$ cat src/rtl/pa_dst_writer.sv
// -----------------------------------------------------------------------------
// pa_dst_writer
//   Write-back stage behind the PE array. Packed int8 result words (4 lanes)
//   arrive over the res_rdy/res_acq handshake. They are buffered in a small FIFO
//   and written to data memory as full 32-bit words. Addresses start at a
//   programmed byte base and step by 4 for each word. done pulses once after
//   the last expected word has been accepted by memory.
//
// Optional feature macro: PA_DST_WRITER_STALL_CNT_EN
//   When defined, the outputs stall_up and stall_mem are added. They are
//   saturating 32-bit counts of upstream stall cycles and memory stall cycles.
//
// Ports
//   clk, rst      clock, synchronous active-high reset
//   start         1-cycle launch pulse (honoured only when idle)
//   dst_base      byte address of first word (sampled on accepted start)
//   dst_words     word count of transfer (sampled on accepted start)
//   res_rdy       upstream word valid
//   res_acq       upstream word accepted this cycle
//   res_data      packed result {lane3,lane2,lane1,lane0}
//   mem_wr_req    memory write request (FIFO not empty)
//   mem_wr_gnt    memory accepts the write
//   mem_wr_addr   write byte address
//   mem_wr_data   write data (FIFO head)
//   busy          transfer in progress (RUN, DRAIN, FIN)
//   done          1-cycle completion pulse
//   stall_up      (optional) cycles in RUN with res_rdy=1 and res_acq=0
//   stall_mem     (optional) cycles with mem_wr_req=1 and mem_wr_gnt=0
// -----------------------------------------------------------------------------
module pa_dst_writer #(
  parameter int DEPTH  = 4,
  parameter int ADDR_W = 32,
  parameter int CNT_W  = 16
) (
  input  logic              clk,
  input  logic              rst,
  input  logic              start,
  input  logic [ADDR_W-1:0] dst_base,
  input  logic [CNT_W-1:0]  dst_words,
  input  logic              res_rdy,
  output logic              res_acq,
  input  logic [31:0]       res_data,
  output logic              mem_wr_req,
  input  logic              mem_wr_gnt,
  output logic [ADDR_W-1:0] mem_wr_addr,
  output logic [31:0]       mem_wr_data,
  output logic              busy,
  output logic              done
`ifdef PA_DST_WRITER_STALL_CNT_EN
  ,
  output logic [31:0]       stall_up,
  output logic [31:0]       stall_mem
`endif
);

  localparam int PTR_W = (DEPTH > 1) ? $clog2(DEPTH) : 1;
  localparam logic [PTR_W:0]   C_FULL    = (PTR_W+1)'(DEPTH);
  localparam logic [PTR_W:0]   C_CNT_ONE = (PTR_W+1)'(1);
  localparam logic [PTR_W-1:0] C_PTR_ONE = PTR_W'(1);
  localparam logic [CNT_W-1:0] C_WRD_ONE = CNT_W'(1);
  localparam logic [ADDR_W-1:0] C_ADDR_STEP = ADDR_W'(4);

  typedef enum logic [1:0] {
    S_IDLE  = 2'd0,
    S_RUN   = 2'd1,
    S_DRAIN = 2'd2,
    S_FIN   = 2'd3
  } state_t;

  state_t             r_state;
  state_t             w_state_nxt;

  logic [31:0]        r_mem [DEPTH];
  logic [PTR_W-1:0]   r_wr_ptr;
  logic [PTR_W-1:0]   r_rd_ptr;
  logic [PTR_W:0]     r_count;
  logic [CNT_W-1:0]   r_words;
  logic [CNT_W-1:0]   r_in_cnt;
  logic [CNT_W-1:0]   r_out_cnt;
  logic [ADDR_W-1:0]  r_addr;

  logic               w_start_acc;
  logic               w_full;
  logic               w_empty;
  logic               w_push;
  logic               w_pop;
  logic [PTR_W:0]     w_count_nxt;
  logic [CNT_W-1:0]   w_in_cnt_nxt;
  logic [CNT_W-1:0]   w_out_cnt_nxt;

  assign w_start_acc = start & (r_state == S_IDLE);
  assign w_full      = (r_count == C_FULL);
  assign w_empty     = (r_count == '0);

  // A full FIFO blocks upstream even when a pop happens in the same cycle.
  assign res_acq     = (r_state == S_RUN) & ~w_full & (r_in_cnt < r_words);
  assign w_push      = res_rdy & res_acq;
  assign mem_wr_req  = ~w_empty;
  assign w_pop       = mem_wr_req & mem_wr_gnt;

  assign mem_wr_addr = r_addr;
  assign mem_wr_data = r_mem[r_rd_ptr];
  assign busy        = (r_state != S_IDLE);
  assign done        = (r_state == S_FIN);

  // Post-edge values of occupancy and word counters for next-state decisions.
  always_comb begin
    w_count_nxt   = r_count;
    w_in_cnt_nxt  = r_in_cnt;
    w_out_cnt_nxt = r_out_cnt;
    if (w_push && !w_pop) begin
      w_count_nxt = r_count + C_CNT_ONE;
    end else if (!w_push && w_pop) begin
      w_count_nxt = r_count - C_CNT_ONE;
    end else begin
      w_count_nxt = r_count;
    end
    if (w_push) begin
      w_in_cnt_nxt = r_in_cnt + C_WRD_ONE;
    end else begin
      w_in_cnt_nxt = r_in_cnt;
    end
    if (w_pop) begin
      w_out_cnt_nxt = r_out_cnt + C_WRD_ONE;
    end else begin
      w_out_cnt_nxt = r_out_cnt;
    end
  end

  // Next-state logic. Decisions use post-edge counts so that done follows
  // the final memory accept by exactly one cycle.
  always_comb begin
    w_state_nxt = r_state;
    case (r_state)
      S_IDLE: begin
        if (start) begin
          w_state_nxt = (dst_words == '0) ? S_FIN : S_RUN;
        end else begin
          w_state_nxt = S_IDLE;
        end
      end
      S_RUN: begin
        if (w_in_cnt_nxt == r_words) begin
          w_state_nxt = S_DRAIN;
        end else begin
          w_state_nxt = S_RUN;
        end
      end
      S_DRAIN: begin
        if ((w_count_nxt == '0) && (w_out_cnt_nxt == r_words)) begin
          w_state_nxt = S_FIN;
        end else begin
          w_state_nxt = S_DRAIN;
        end
      end
      S_FIN:   w_state_nxt = S_IDLE;
      default: w_state_nxt = S_IDLE;
    endcase
  end

  // State register.
  always_ff @(posedge clk) begin
    if (rst) begin
      r_state <= S_IDLE;
    end else begin
      r_state <= w_state_nxt;
    end
  end

  // FIFO storage and pointers. Storage is cleared so that mem_wr_data reads 0 after reset.
  always_ff @(posedge clk) begin
    if (rst) begin
      for (int i = 0; i < DEPTH; i++) begin
        r_mem[i] <= '0;
      end
      r_wr_ptr <= '0;
      r_rd_ptr <= '0;
      r_count  <= '0;
    end else begin
      if (w_push) begin
        r_mem[r_wr_ptr] <= res_data;
        r_wr_ptr        <= r_wr_ptr + C_PTR_ONE;
      end
      if (w_pop) begin
        r_rd_ptr <= r_rd_ptr + C_PTR_ONE;
      end
      r_count <= w_count_nxt;
    end
  end

  // Transfer parameters, word counters and the running write address.
  always_ff @(posedge clk) begin
    if (rst) begin
      r_words   <= '0;
      r_in_cnt  <= '0;
      r_out_cnt <= '0;
      r_addr    <= '0;
    end else if (w_start_acc) begin
      r_words   <= dst_words;
      r_in_cnt  <= '0;
      r_out_cnt <= '0;
      r_addr    <= dst_base;
    end else begin
      r_in_cnt  <= w_in_cnt_nxt;
      r_out_cnt <= w_out_cnt_nxt;
      // The address wraps modulo 2^ADDR_W.
      if (w_pop) begin
        r_addr <= r_addr + C_ADDR_STEP;
      end
    end
  end

`ifdef PA_DST_WRITER_STALL_CNT_EN
  logic [31:0] r_stall_up;
  logic [31:0] r_stall_mem;

  assign stall_up  = r_stall_up;
  assign stall_mem = r_stall_mem;

  // Saturating stall counters. They are cleared by reset and by an accepted start.
  always_ff @(posedge clk) begin
    if (rst || w_start_acc) begin
      r_stall_up  <= '0;
      r_stall_mem <= '0;
    end else begin
      if ((r_state == S_RUN) && res_rdy && !res_acq && (r_stall_up != '1)) begin
        r_stall_up <= r_stall_up + 32'd1;
      end
      if (mem_wr_req && !mem_wr_gnt && (r_stall_mem != '1)) begin
        r_stall_mem <= r_stall_mem + 32'd1;
      end
    end
  end
`endif

endmodule

$ cat config.mk
export PLATFORM = sky130hd
export DESIGN_NAME = pa_dst_writer
export DESIGN_NICKNAME = d
export VERILOG_FILES = /design/src/rtl/pa_dst_writer.sv
export SDC_FILE = /design/constraint.sdc
export NUM_CORES = 1
export LEC_CHECK = 0
export CAP_MARGIN = 40
export CORE_ASPECT_RATIO = 1.5
export CORE_UTILIZATION = 55
export DETAILED_ROUTE_END_ITERATION = 8
export PLACE_DENSITY_LB_ADDON = 0.3
export SYNTH_ARGS = -nofsm -noshare
export SYNTH_HDL_FRONTEND = slang
export SYNTH_SLANG_ARGS = --single-unit
export TNS_END_PERCENT = 5
$ cat constraint.sdc
create_clock -name clk -period 6.3 [get_ports clk]
set_input_delay 1.89 -clock clk [delete_from_list [all_inputs] [get_ports clk]]
set_output_delay 1.89 -clock clk [all_outputs]
set_load 0.05 [all_outputs]
==> Word-level counts from Yosys, hierarchy flattened <==
Memory sizes are Yosys's and may differ from the RTL's. A register that Yosys moved wholly into a read port is not among the register bits.
Index checks and enable logic that the tools add are counted.
{ "op_classes": {"n_addsub": 7, "mul": 0, "n_div": 0, "order_cmp": 1, "eq_ne": 6, "shifts": 0, "n_mux": 21, "bitwise_logic": 7, "n_reduce_logical": 13} }
{ "ops": {"columns": ["operator", "n"], "rows": [
  ["$mux 32", 3],
  ["$add 16x1->16 const B", 2],
  ["$add 32x3->32 const B", 1],
  ["$eq 16x16->1", 2],
  ["$mux 16", 2],
  ["$reduce_or 32->1", 1],
  ["$logic_not 16->1", 1],
  ["$lt 16x16->1", 1],
  ["$mux 2", 6],
  ["$pmux 2 s4", 1],
  ["$mux 1", 7],
  ["$logic_not 3->1", 2],
  ["$mux 3", 2],
  ["$and 1x1->1", 5],
  ["$add 2x1->2 const B", 2],
  ["$eq 2x2->1 const B", 2],
  ["$reduce_bool 2->1", 2],
  ["$add 3x1->3 const B", 1],
  ["$eq 3x3->1 const B", 1],
  ["$logic_and 1x1->1", 3],
  ["$sub 3x1->3 const B", 1],
  ["$eq 2x1->1 const B", 1],
  ["$logic_not 1->1", 2],
  ["$logic_not 2->1", 1],
  ["2 further kinds", 3]
]} }
{ "totals": {"register_bits": 89, "latch_bits": 0, "ram_bits": 128, "mem_bits_ro": 0, "in_bits": 85, "out_inout_bits": 68, "word_cells": 64, "n_memories": 1} }
{ "memory_table": {"columns": ["memory", "words", "width", "rd", "rd_ports_with_merged_regs", "wr", "line", "rtl"], "rows": [
  ["r_mem", 4, 32, 1, 1, 4, "73", "logic [31:0] r_mem [DEPTH];"]
]} }

==> Logic depth before layout (Yosys ltp) <==
Gate-level depths: netlist (run 1).
{ "logic_depth": {"ltp_word": 13, "depth_mapped": 14, "depth_no_buf": 11} }

==> Worst setup path before layout (run 1) <==
No wires, ideal clock.
{ "synth_timing": {"path_kind": "input to register", "startpoint": "input port res_rdy", "endpoint": "memory r_mem[3][0] (enable)", "setup_ns": 0.466, "arrival_time_ns": 5.019, "required_time_ns": 5.834, "setup_slack_ns": 0.815, "path_stages": 5, "n_path_buf": 1, "path_cell_list": "o21ai_0 > nor4_1 > buf_2 > nand2_1 > o21ai_0"} }
{ "synth_rtl": {"columns": ["item", "line", "rtl"], "rows": [
  ["start, declared", "40", "input logic res_rdy,"],
  ["end, declared", "73", null]
]} }

==> Final worst setup path (run 1) <==
{ "layout_timing": {"startpoint": "register r_words[11]", "endpoint": "output port res_acq"} }
{ "layout_between": {"elab_chain_len": 2} }
{ "layout_rtl": {"columns": ["item", "line", "rtl"], "rows": [
  ["start, declared", "77", "logic [CNT_W-1:0] r_words;"],
  ["start signal, assigned", "199", "r_words <= dst_words;"],
  ["$lt 16x16->1", "96", "assign res_acq = (r_state == S_RUN) & ~w_full & (r_in_cnt < r_words);"],
  ["$and 1x1->1", "96", null],
  ["end, declared", "41", "output logic res_acq,"]
]} }
Every way passes these cells.

==> results.toml, run 1 <==
[worst_setup_path]
startpoint = "r_words[11]$_SDFFE_PP0P_"
crit_fanout = 9
critical_path_arrival_ps = 3540
critPathRequiredTime_ps = 4410
crit_type = "reg -> out"
r2r_start = "r_words[13]$_SDFFE_PP0P_"
critPathCaptureType = "output pin"
r2r_setup_slack_ps = 2610
start_kind = "register"

[place]
gp_congestion = 0.941
numPortBuffers = 152
hpwl_um = 18800

[global_routing]
antenna_found_initial = 0
first_global_vias = 8629
grt_pass1_wl_um = 43400
grt_max_degree = 79
grt_util_all_layers_pct = 26.7
overflow = 0

[hold_path]
hold_path.class = "reg -> reg"
hold_start = "mem_wr_addr[0]$_SDFFE_PP0P_"

[floorplan]
die-width_um = 117
die-area_um2 = 20500
num_io_pins = 153
fp.coreArea_um2 = 19300
die_h_um = 175
rows = 62
initial_core_util_pct = 56.8

[cts]
clockRootBuffer = "clkbuf_16"
cts_setup_buffers = 0
ctsHtreeMaxLevel = 1
clk_latency_ps = 510
cts_tree = "built"
cts_hold_buf = 0
clockBufferDepth = 3
cts_resized = 0
clkTransAtPathRegs_ps = 60
cts_sinks = 219
cts_made_buffers = 21

[logic_synthesis]
synth-async-reset-ratio_pct = 0
synth_edf_count = 128
synth_warnings = 0
synth_nets = 1180
synth_seq_area_share_pct = 51.6
ys.flop_type = "edfxtp_1"
synth_area_um2 = 11000
ys_ff_latch = 219
syn_area_per_cell_um2 = 10.2
yosys.cell_types.count = 64
synthCells = 1074

[timing]
setup_tns_ps = 0
finalHoldViolCount = 0
tightestPinTransition_ps = 826
slew_violations = 0
period_share_pct = 86.2
layout_min_cycle_time_ps = 5430
clock-skew-final_ps = 20.5
finalSetupViolations = 0
whs_ps = 456
relSlewSlack_pct = 44.9
rsz0062_at_grt = "false"
fmax_mhz = 184

[routing]
vias = 8583
wirelength_um = 27200
drtIter0Drc = 644
antenna_left = 0
routed_via_density = 5.83
drc = 0
first_pass_iters = 5
wire_per_inst_um = 18.5

[pwr]
ir_drop_mv = 0.233
cellPowerDensity_nw_per_um2 = 306
p_leak_nw = 4.83

[cells_and_area]
nFillCells = 1450
multi_input_area_um2 = 4880
syn2layout_area_growth_pct = 22.3
layout.nets = 1309
insertedDiodeCount = 0
seqCellArea_um2 = 5670
drive_gt1_share_pct = 8.63

[outcome]
outcome = "finished, final reports clean"

[flow_run]
maxCapViolCount = 0
==> per-layer routing <==
layer | part of all wire [%] | track usage (%) | vias up
met2 | 53 | 49.5 | 297
met3 | 4.5 | 3.72 | 86
li1 | - | - | 4089
met5 | 0 | 0 | -
met4 | 5.0 | 14.2 | 0
met1 | 37 | 29.3 | 4111
==> critical path, stage by stage, from the launching register on <==
cell	delay [ps]
dfxtp_1	500
inv_1	110
ha_1	320
a21oi_1	130
o211ai_1	210
or2_2	380
or4_4	520
inv_1	70
clkdlybuf4s50_1	790
==> logic make-up after synthesis <==
logic type	count (synthesis)	synth area share, %
xor+xnor	68	5.42
mux	37	7.04
compound gates	139	8.62
buf+inv	120	4.28
fa+ha+maj	21	2.39
simple gates	470	20.6
flops	219	51.6
==> where the power goes <==
group	internal [mW]	total [mW]	switching (mW)
Combinational	0.466	1.17	0.705
Clock	0.696	1.22	0.527
Sequential	1.61	1.71	0.105
Total	2.77	4.11	1.34
==> cell type report <==
cell class	count	area share (%)
Inverter	58	1.62
Sequential cell	219	42.2
Clock inverter	11	0.792
Multi-Input combinational cell	735	36.3
Timing Repair Buffer	168	12.6
Tap cell	256	2.38
Clock buffer	26	4.05
==> state kept, by name, indices dropped and copies added, names as in the netlist, named ones only <==
register	count
r_mem	128
mem_wr_addr	32
r_in_cnt	16
r_out_cnt	16
r_words	16
r_count	3
r_rd_ptr	2
r_state	2
r_wr_ptr	2
==> cells in the final DEF (no fill, tap or decap), drive strengths merged, types with 3 or more instances in the layout <==
cell	instances
a2111oi	5
nor3b	3
a21oi	33
nor4	19
clkinv	6
or3	13
mux2i	3
a31oi	3
nor2b	8
xnor2	32
or2	6
or4	3
clkdlybuf4s50	151
a32oi	3
ha	21
nor2	160
clkbuf	26
nand4	24
and4	6
xor2	36
nand3	39
dfxtp	91
mux4	32
buf	17
nand2	120
a311oi	10
o21ai	30
and2	40
a211oi	29
nand2b	9
and3	7
nor3	12
o31ai	3
o211ai	3
edfxtp	128
inv	59
==> worst paths after layout <==
check,endpoint,cells past startpoint
max,res_acq,8
min,mem_wr_addr[0]$_SDFFE_PP0P_,2
max reg2reg,r_state[1]$_SDFF_PP0_,12
min reg2reg,mem_wr_addr[0]$_SDFFE_PP0P_,2
==> synthesized netlist by cell type, types with 4 or more instances <==
| library cell | count | area share, % |
|---|---|---|
| and2_1 | 40 | 2.3 |
| and4_1 | 6 | 0.48 |
| ha_1 | 21 | 2.4 |
| nor2b_1 | 8 | 0.46 |
| nand2_1 | 120 | 4.1 |
| dfxtp_1 | 91 | 17 |
| nand2b_1 | 8 | 0.46 |
| buf_1 | 10 | 0.34 |
| a2111oi_0 | 4 | 0.32 |
| nand3_1 | 37 | 1.7 |
| a311oi_1 | 10 | 0.80 |
| edfxtp_1 | 128 | 35 |
| xor2_1 | 36 | 2.9 |
| a21oi_1 | 33 | 1.5 |
| xnor2_1 | 32 | 2.6 |
| mux4_2 | 32 | 6.6 |
| nor3_1 | 12 | 0.55 |
| nand4_1 | 22 | 1.3 |
| nor2_1 | 159 | 5.4 |
| inv_1 | 58 | 2.0 |
| a211oi_1 | 29 | 2.0 |
| clkbuf_1 | 46 | 1.6 |
| nor4_1 | 19 | 1.1 |
| o21ai_0 | 30 | 1.4 |
| and3_1 | 7 | 0.40 |
| or3_1 | 12 | 0.68 |
| or2_2 | 5 | 0.28 |
==> metrics by stage <==
stage / setup slack, ps / util [%] / cells / power [mW] / area [um2]
finish: 870 / 69.5 / 1473 / 4.11 / 13400
global route: 746 / 69.5 / 1473 / 4.26 / 13400
CTS: 863 / 69.5 / 1473 / 4.14 / 13400
detailed placement: 1330 / 66.2 / 1436 / 2.92 / 12800
global placement: 1440 / 65.7 / 1433 / 2.89 / 12700
floorplan: 815 / - / 1074 / 2.53 / 11000
Power figures use the tool's default switching activity.
==> run 2, diff against run 1 <==
--- a/config.mk
+++ b/config.mk
@@ -5,11 +5,14 @@
 export SDC_FILE = /design/constraint.sdc
 export NUM_CORES = 1
 export LEC_CHECK = 0
+export ABC_AREA = 1
 export CAP_MARGIN = 40
 export CORE_ASPECT_RATIO = 1.5
-export CORE_UTILIZATION = 55
+export CORE_UTILIZATION = 56
+export CTS_BUF_LIST = sky130_fd_sc_hd__clkbuf_16
 export DETAILED_ROUTE_END_ITERATION = 8
 export PLACE_DENSITY_LB_ADDON = 0.3
+export SKIP_CTS_REPAIR_TIMING = 1
 export SYNTH_ARGS = -nofsm -noshare
 export SYNTH_HDL_FRONTEND = slang
 export SYNTH_SLANG_ARGS = --single-unit
==> results.toml, run 2 <==
[global_routing]
overflow = 0
antenna_found_initial = 0
grt_util_all_layers_pct = 28.6
grt_pass1_wl_um = 48700
first_global_vias = 10500
grt_max_degree = 72

[pwr]
cellPowerDensity_nw_per_um2 = 338
ir_drop_mv = 0.304
p_leak_nw = 5.57

[floorplan]
rows = 63
die_h_um = 177
die-width_um = 119
num_io_pins = 153
die-area_um2 = 21100
fp.coreArea_um2 = 19900
initial_core_util_pct = 57.6

[cells_and_area]
insertedDiodeCount = 0
regMostFlops = "r_mem"
layout.nets = 1687
final_cell_mix = "nand2_1, nor2_1, clkdlybuf4s50_1"
fin_area_um2 = 13900
layout_commonest_cell = "nand2_1"
syn2layout_area_growth_pct = 21.4
nFillCells = 1583
drive_gt1_share_pct = 4.64
largest_reg_flops = 128

[routing]
antenna_left = 0
vias = 10600
routed_via_density = 5.71
drc = 0
wirelength_um = 30300
drtIter0Drc = 798
first_pass_iters = 5
wire_per_inst_um = 16.4

[cts]
clkTransAtPathRegs_ps = 70
clockBufferDepth = 3
clk_latency_ps = 490
clockRootBuffer = "clkbuf_16"
cts_made_buffers = 21
cts_tree = "built"
ctsHtreeMaxLevel = 1
cts_sinks = 219

[timing]
finalHoldViolCount = 0
tightestPinTransition_ps = 905
slew_violations = 0
layout_min_cycle_time_ps = 5010
relSlewSlack_pct = 39.5
finalSetupViolations = 0
period_share_pct = 79.6
setup_tns_ps = 0
fin_ws_ps = 1290
fmax_mhz = 199
rsz0062_at_grt = "false"
clock-skew-final_ps = 10.0

[logic_synthesis]
yosysMostFrequentCell = "nand2_1"
synth_warnings = 0
post-synth-top-area-cell = "edfxtp_1"
yosys-top-cells-count = "nand2_1, nor2_1, inv_1, edfxtp_1, o21ai_0"
synth_nets = 1564
yosys.cell_types.count = 41
synth_top_area_share_pct = 33.5
synth_area_leaders = "edfxtp_1, dfxtp_1, nand2_1"
synth_seq_area_share_pct = 49.3
ys_ff_latch = 219
synth_area_um2 = 11500
syn_area_per_cell_um2 = 7.88
synth-async-reset-ratio_pct = 0
synthCells = 1458
ys.flop_type = "edfxtp_1"
synth_edf_count = 128

[worst_setup_path]
crit_type = "reg -> out"
crit_chain = "inv_1, ha_1, nand2_1, inv_1, o21ai_0, nand3_1, nor2_4, nand2_1, inv_1, clkdlybuf4s50_1"
path_buf_inv = 4
cpMostUsedCell = "inv_1"
startpoint = "r_words[14]$_SDFFE_PP0P_"
r2r-end = "r_mem[0][15]$_SDFFCE_PN0P_"
cpPeakStageDelay_ps = 790
crit_path_top_delay_cell = "clkdlybuf4s50_1"
r2r_setup_slack_ps = 2980
start_kind = "register"
r2r_start = "r_words[14]$_SDFFE_PP0P_"
crit_fanout = 25
critPathRequiredTime_ps = 4410
cp_top_family = "buffers and inverters"
worstSetupEndpoint = "res_acq"
reg2reg_depth = 13
critical_path_arrival_ps = 3120
critPathCaptureType = "output pin"
crit_cells = 10

[hold_path]
hold_path.class = "reg -> reg"
hold_depth = 2

[place]
gp_congestion = 0.974
hpwl_um = 20600
preCtsSetupSlack_ps = 1740
numPortBuffers = 152
placed_cell_area_um2 = 13300

[flow_run]
maxCapViolCount = 0

[outcome]
outcome = "finished, final reports clean"
==> run 2: cell count changes in the layout (fill, tap and decap cells not counted), moves of 33 or more <==
cell	delta
and2_1	-39
nor3_1	+66
nand3_1	+33
o21ai_0	+92
inv_1	+84
nor2_1	+75
nand2_1	+167
==> run 2: logic make-up after synthesis <==
logic type / Yosys count / share of synthesized area, %
AOI/OAI and AO/OA: 251 / 12.2
DFF: 219 / 49.3
adders and majority gates: 21 / 2.29
and+or+nand+nor: 723 / 26.7
buffers and inverters: 215 / 7.30
xor gates and xnor gates: 29 / 2.21
==> run 2: power by group <==
part | internal [mW] | total (mW) | switching [mW] | leakage (nW)
registers | 1.64 | 1.73 | 0.0961 | 2.07
clock network | 0.730 | 1.26 | 0.527 | 0.345
logic | 0.544 | 1.72 | 1.18 | 3.15
==> run 2: worst register-to-register path, delay by kind of cell, from the launching register on <==
family                     cells  cell delay, ps
AOI/OAI and AO/OA              1              70
and+or+nand+nor                7            1290
buffers and inverters          4             900
adders and majority gates      1             310
DFF                            1             380
==> run 2: per-layer routing <==
layer | global-route usage [%] | wire (um) | up-vias
li1 | - | - | 5146
met1 | 31.2 | 11400 | 4936
met2 | 53.0 | 15700 | 392
met3 | 3.50 | 1560 | 113
met4 | 16.7 | 1660 | 0
met5 | 0 | 0 | -
==> run 2: stage by stage <==
stage	hold WS (ps)	instances	util [%]	power (mW)
floorplan	444	1458	-	2.92
global placement	457	1815	66.1	3.44
detailed placement	477	1818	66.5	3.47
CTS	486	1854	69.9	4.72
global route	521	1854	69.9	4.93
finish	490	1854	69.9	4.71
==> run 2: layout make-up <==
cell class	count	area, um2	area share, %
flip-flops and latches	219	5670	40.7
multi-input cells	1024	4990	35.8
repair buffers	174	1750	12.5
inverters	141	529	3.80
clock buffers	21	526	3.77
well taps	260	325	2.33
clock inverters	15	153	1.10
==> run 2: worst min-delay path by stage <==
stage                     slack, ps                      endpoint                    startpoint
after floorplan                 440                      register      r_rd_ptr[0]$_SDFFE_PP0P_
after global placement          460      r_rd_ptr[0]$_SDFFE_PP0P_      r_rd_ptr[0]$_SDFFE_PP0P_
after detailed placement        480  mem_wr_addr[31]$_SDFFE_PP0N_  mem_wr_addr[31]$_SDFFE_PP0N_
final                           490  mem_wr_addr[31]$_SDFFE_PP0N_  mem_wr_addr[31]$_SDFFE_PP0N_
after global routing            520  mem_wr_addr[31]$_SDFFE_PP0N_  mem_wr_addr[31]$_SDFFE_PP0N_
after CTS                       490  mem_wr_addr[31]$_SDFFE_PP0N_  mem_wr_addr[31]$_SDFFE_PP0N_
==> run 3, diff against run 2 <==
==> constraint.sdc (replaced) <==
create_clock -name clk -period 4.7 [get_ports clk]
set_input_delay 1.41 -clock clk [delete_from_list [all_inputs] [get_ports clk]]
set_output_delay 1.41 -clock clk [all_outputs]
set_load 0.05 [all_outputs]
==> results.toml, run 3 (synthesis results as in run 2) <==
[outcome]
outcome = "finished, final reports clean"

[cts]
clockBufferDepth = 3
cts_made_buffers = 22
clk_latency_ps = 510
ctsHtreeMaxLevel = 1
cts_tree = "built"
cts_sinks = 219
clkTransAtPathRegs_ps = 60
clockRootBuffer = "clkbuf_16"

[routing]
antenna_left = 0
wirelength_um = 30600
drc = 0
vias = 10500
first_pass_iters = 6
wire_per_inst_um = 16.4
routed_via_density = 5.65
drtIter0Drc = 814

[place]
placed_cell_area_um2 = 13200
hpwl_um = 21000
numPortBuffers = 152
gp_congestion = 0.956

[cells_and_area]
final_cell_mix = "nand2_1, nor2_1, inv_1"
nFillCells = 1647
regMostFlops = "r_mem"
syn2layout_area_growth_pct = 20.7
fin_area_um2 = 13900
final_core_util_pct = 69.5
layout.nets = 1695
layout_commonest_cell = "nand2_1"
drive_gt1_share_pct = 7.35
largest_reg_flops = 128
insertedDiodeCount = 0

[timing]
slew_violations = 0
layout_min_cycle_time_ps = 4130
relSlewSlack_pct = 53.2
finalSetupViolations = 0
period_share_pct = 87.9
tightestPinTransition_ps = 695
setup_tns_ps = 0
rsz0062_at_grt = "false"
clock-skew-final_ps = 14.1
whs_ps = 487
finalHoldViolCount = 0
fmax_mhz = 242

[global_routing]
met1_usage_pct = 31.2
first_global_vias = 10400
antenna_found_initial = 0
overflow = 0
grt_max_degree = 65
grt_util_all_layers_pct = 29.2
grt_busiest_layer = "met2"
use_met3_pct = 2.99
grtUsageMet2_pct = 56.1
grt_pass1_wl_um = 49100

[hold_path]
hold_path.class = "reg -> reg"
hold_depth = 1
hold_start = "r_rd_ptr[0]$_SDFFE_PP0P_"

[worst_setup_path]
r2r_start = "r_words[13]$_SDFFE_PP0P_"
cp_top_family = "buffers and inverters"
cpPeakStageDelay_ps = 790
path_buf_inv = 4
startpoint = "r_words[13]$_SDFFE_PP0P_"
critical_path_arrival_ps = 2720
crit_cells = 10
crit_type = "reg -> out"
start_kind = "register"
cpMostUsedCell = "inv_1"
crit_fanout = 4
critPathRequiredTime_ps = 3290
crit_path_top_delay_cell = "clkdlybuf4s50_1"
crit_chain = "inv_1, ha_1, nand2_1, inv_1, o21ai_0, nand3_1, nor2_4, nand2_1, inv_1, clkdlybuf4s50_1"
critPathCaptureType = "output pin"
reg2reg_depth = 13

[flow_run]
maxCapViolCount = 0

[pwr]
cellPowerDensity_nw_per_um2 = 451
ir_drop_mv = 0.388
p_leak_nw = 5.63

[floorplan]
num_io_pins = 153
die_h_um = 177
die-area_um2 = 21100
initial_core_util_pct = 57.6
rows = 63
die-width_um = 119
fp.coreArea_um2 = 19900
[run 3: cell count changes in the layout (fill, tap and decap cells not counted), sizes merged]
cell           previous run  this run
buf                      22        61
bufinv                    3         1
clkinv                    6         8
inv                     145       148
clkdlybuf4s50           152       120
clkbuf                   21        22
[run 3: through the flow]
stage / instances / power, mW / worst slack (ps)
after detailed placement: 1825 / 4.62 / 871
after floorplan: 1458 / 3.92 / 75.1
final: 1865 / 6.26 / 567
after CTS: 1865 / 6.27 / 570
after global routing: 1865 / 6.54 / 408
after global placement: 1825 / 4.59 / 907
[run 3: layout make-up]
cell class	count	area, um2	share of cell area [%]
clock buffer	22	551	3.97
tap	260	325	2.35
timing repair buffer	181	1670	12.1
inverter	141	529	3.82
sequential	219	5670	40.9
clock inverter	18	130	0.939
multi-input combinational	1024	4990	36.0
[run 3: worst paths after layout]
check,slack (ps),endpoint
min reg2reg,490,r_rd_ptr[0]$_SDFFE_PP0P_
max,570,res_acq
max reg2reg,1500,r_mem[0][30]$_SDFFCE_PN0P_
min,490,r_rd_ptr[0]$_SDFFE_PP0P_
[run 3: per-layer routing]
| layer | part of all wire [%] | wire length, um | up-vias |
|---|---|---|---|
| met5 | 0 | 0 | - |
| met4 | 4.7 | 1440 | 0 |
| met3 | 4.5 | 1390 | 89 |
| met2 | 53 | 16300 | 370 |
| met1 | 37 | 11500 | 4918 |
| li1 | - | - | 5169 |
[run 3: power by group]
| group | internal (mW) | switching (mW) |
|---|---|---|
| Clock | 0.916 | 0.741 |
| Sequential | 2.19 | 0.128 |
| Combinational | 0.687 | 1.59 |
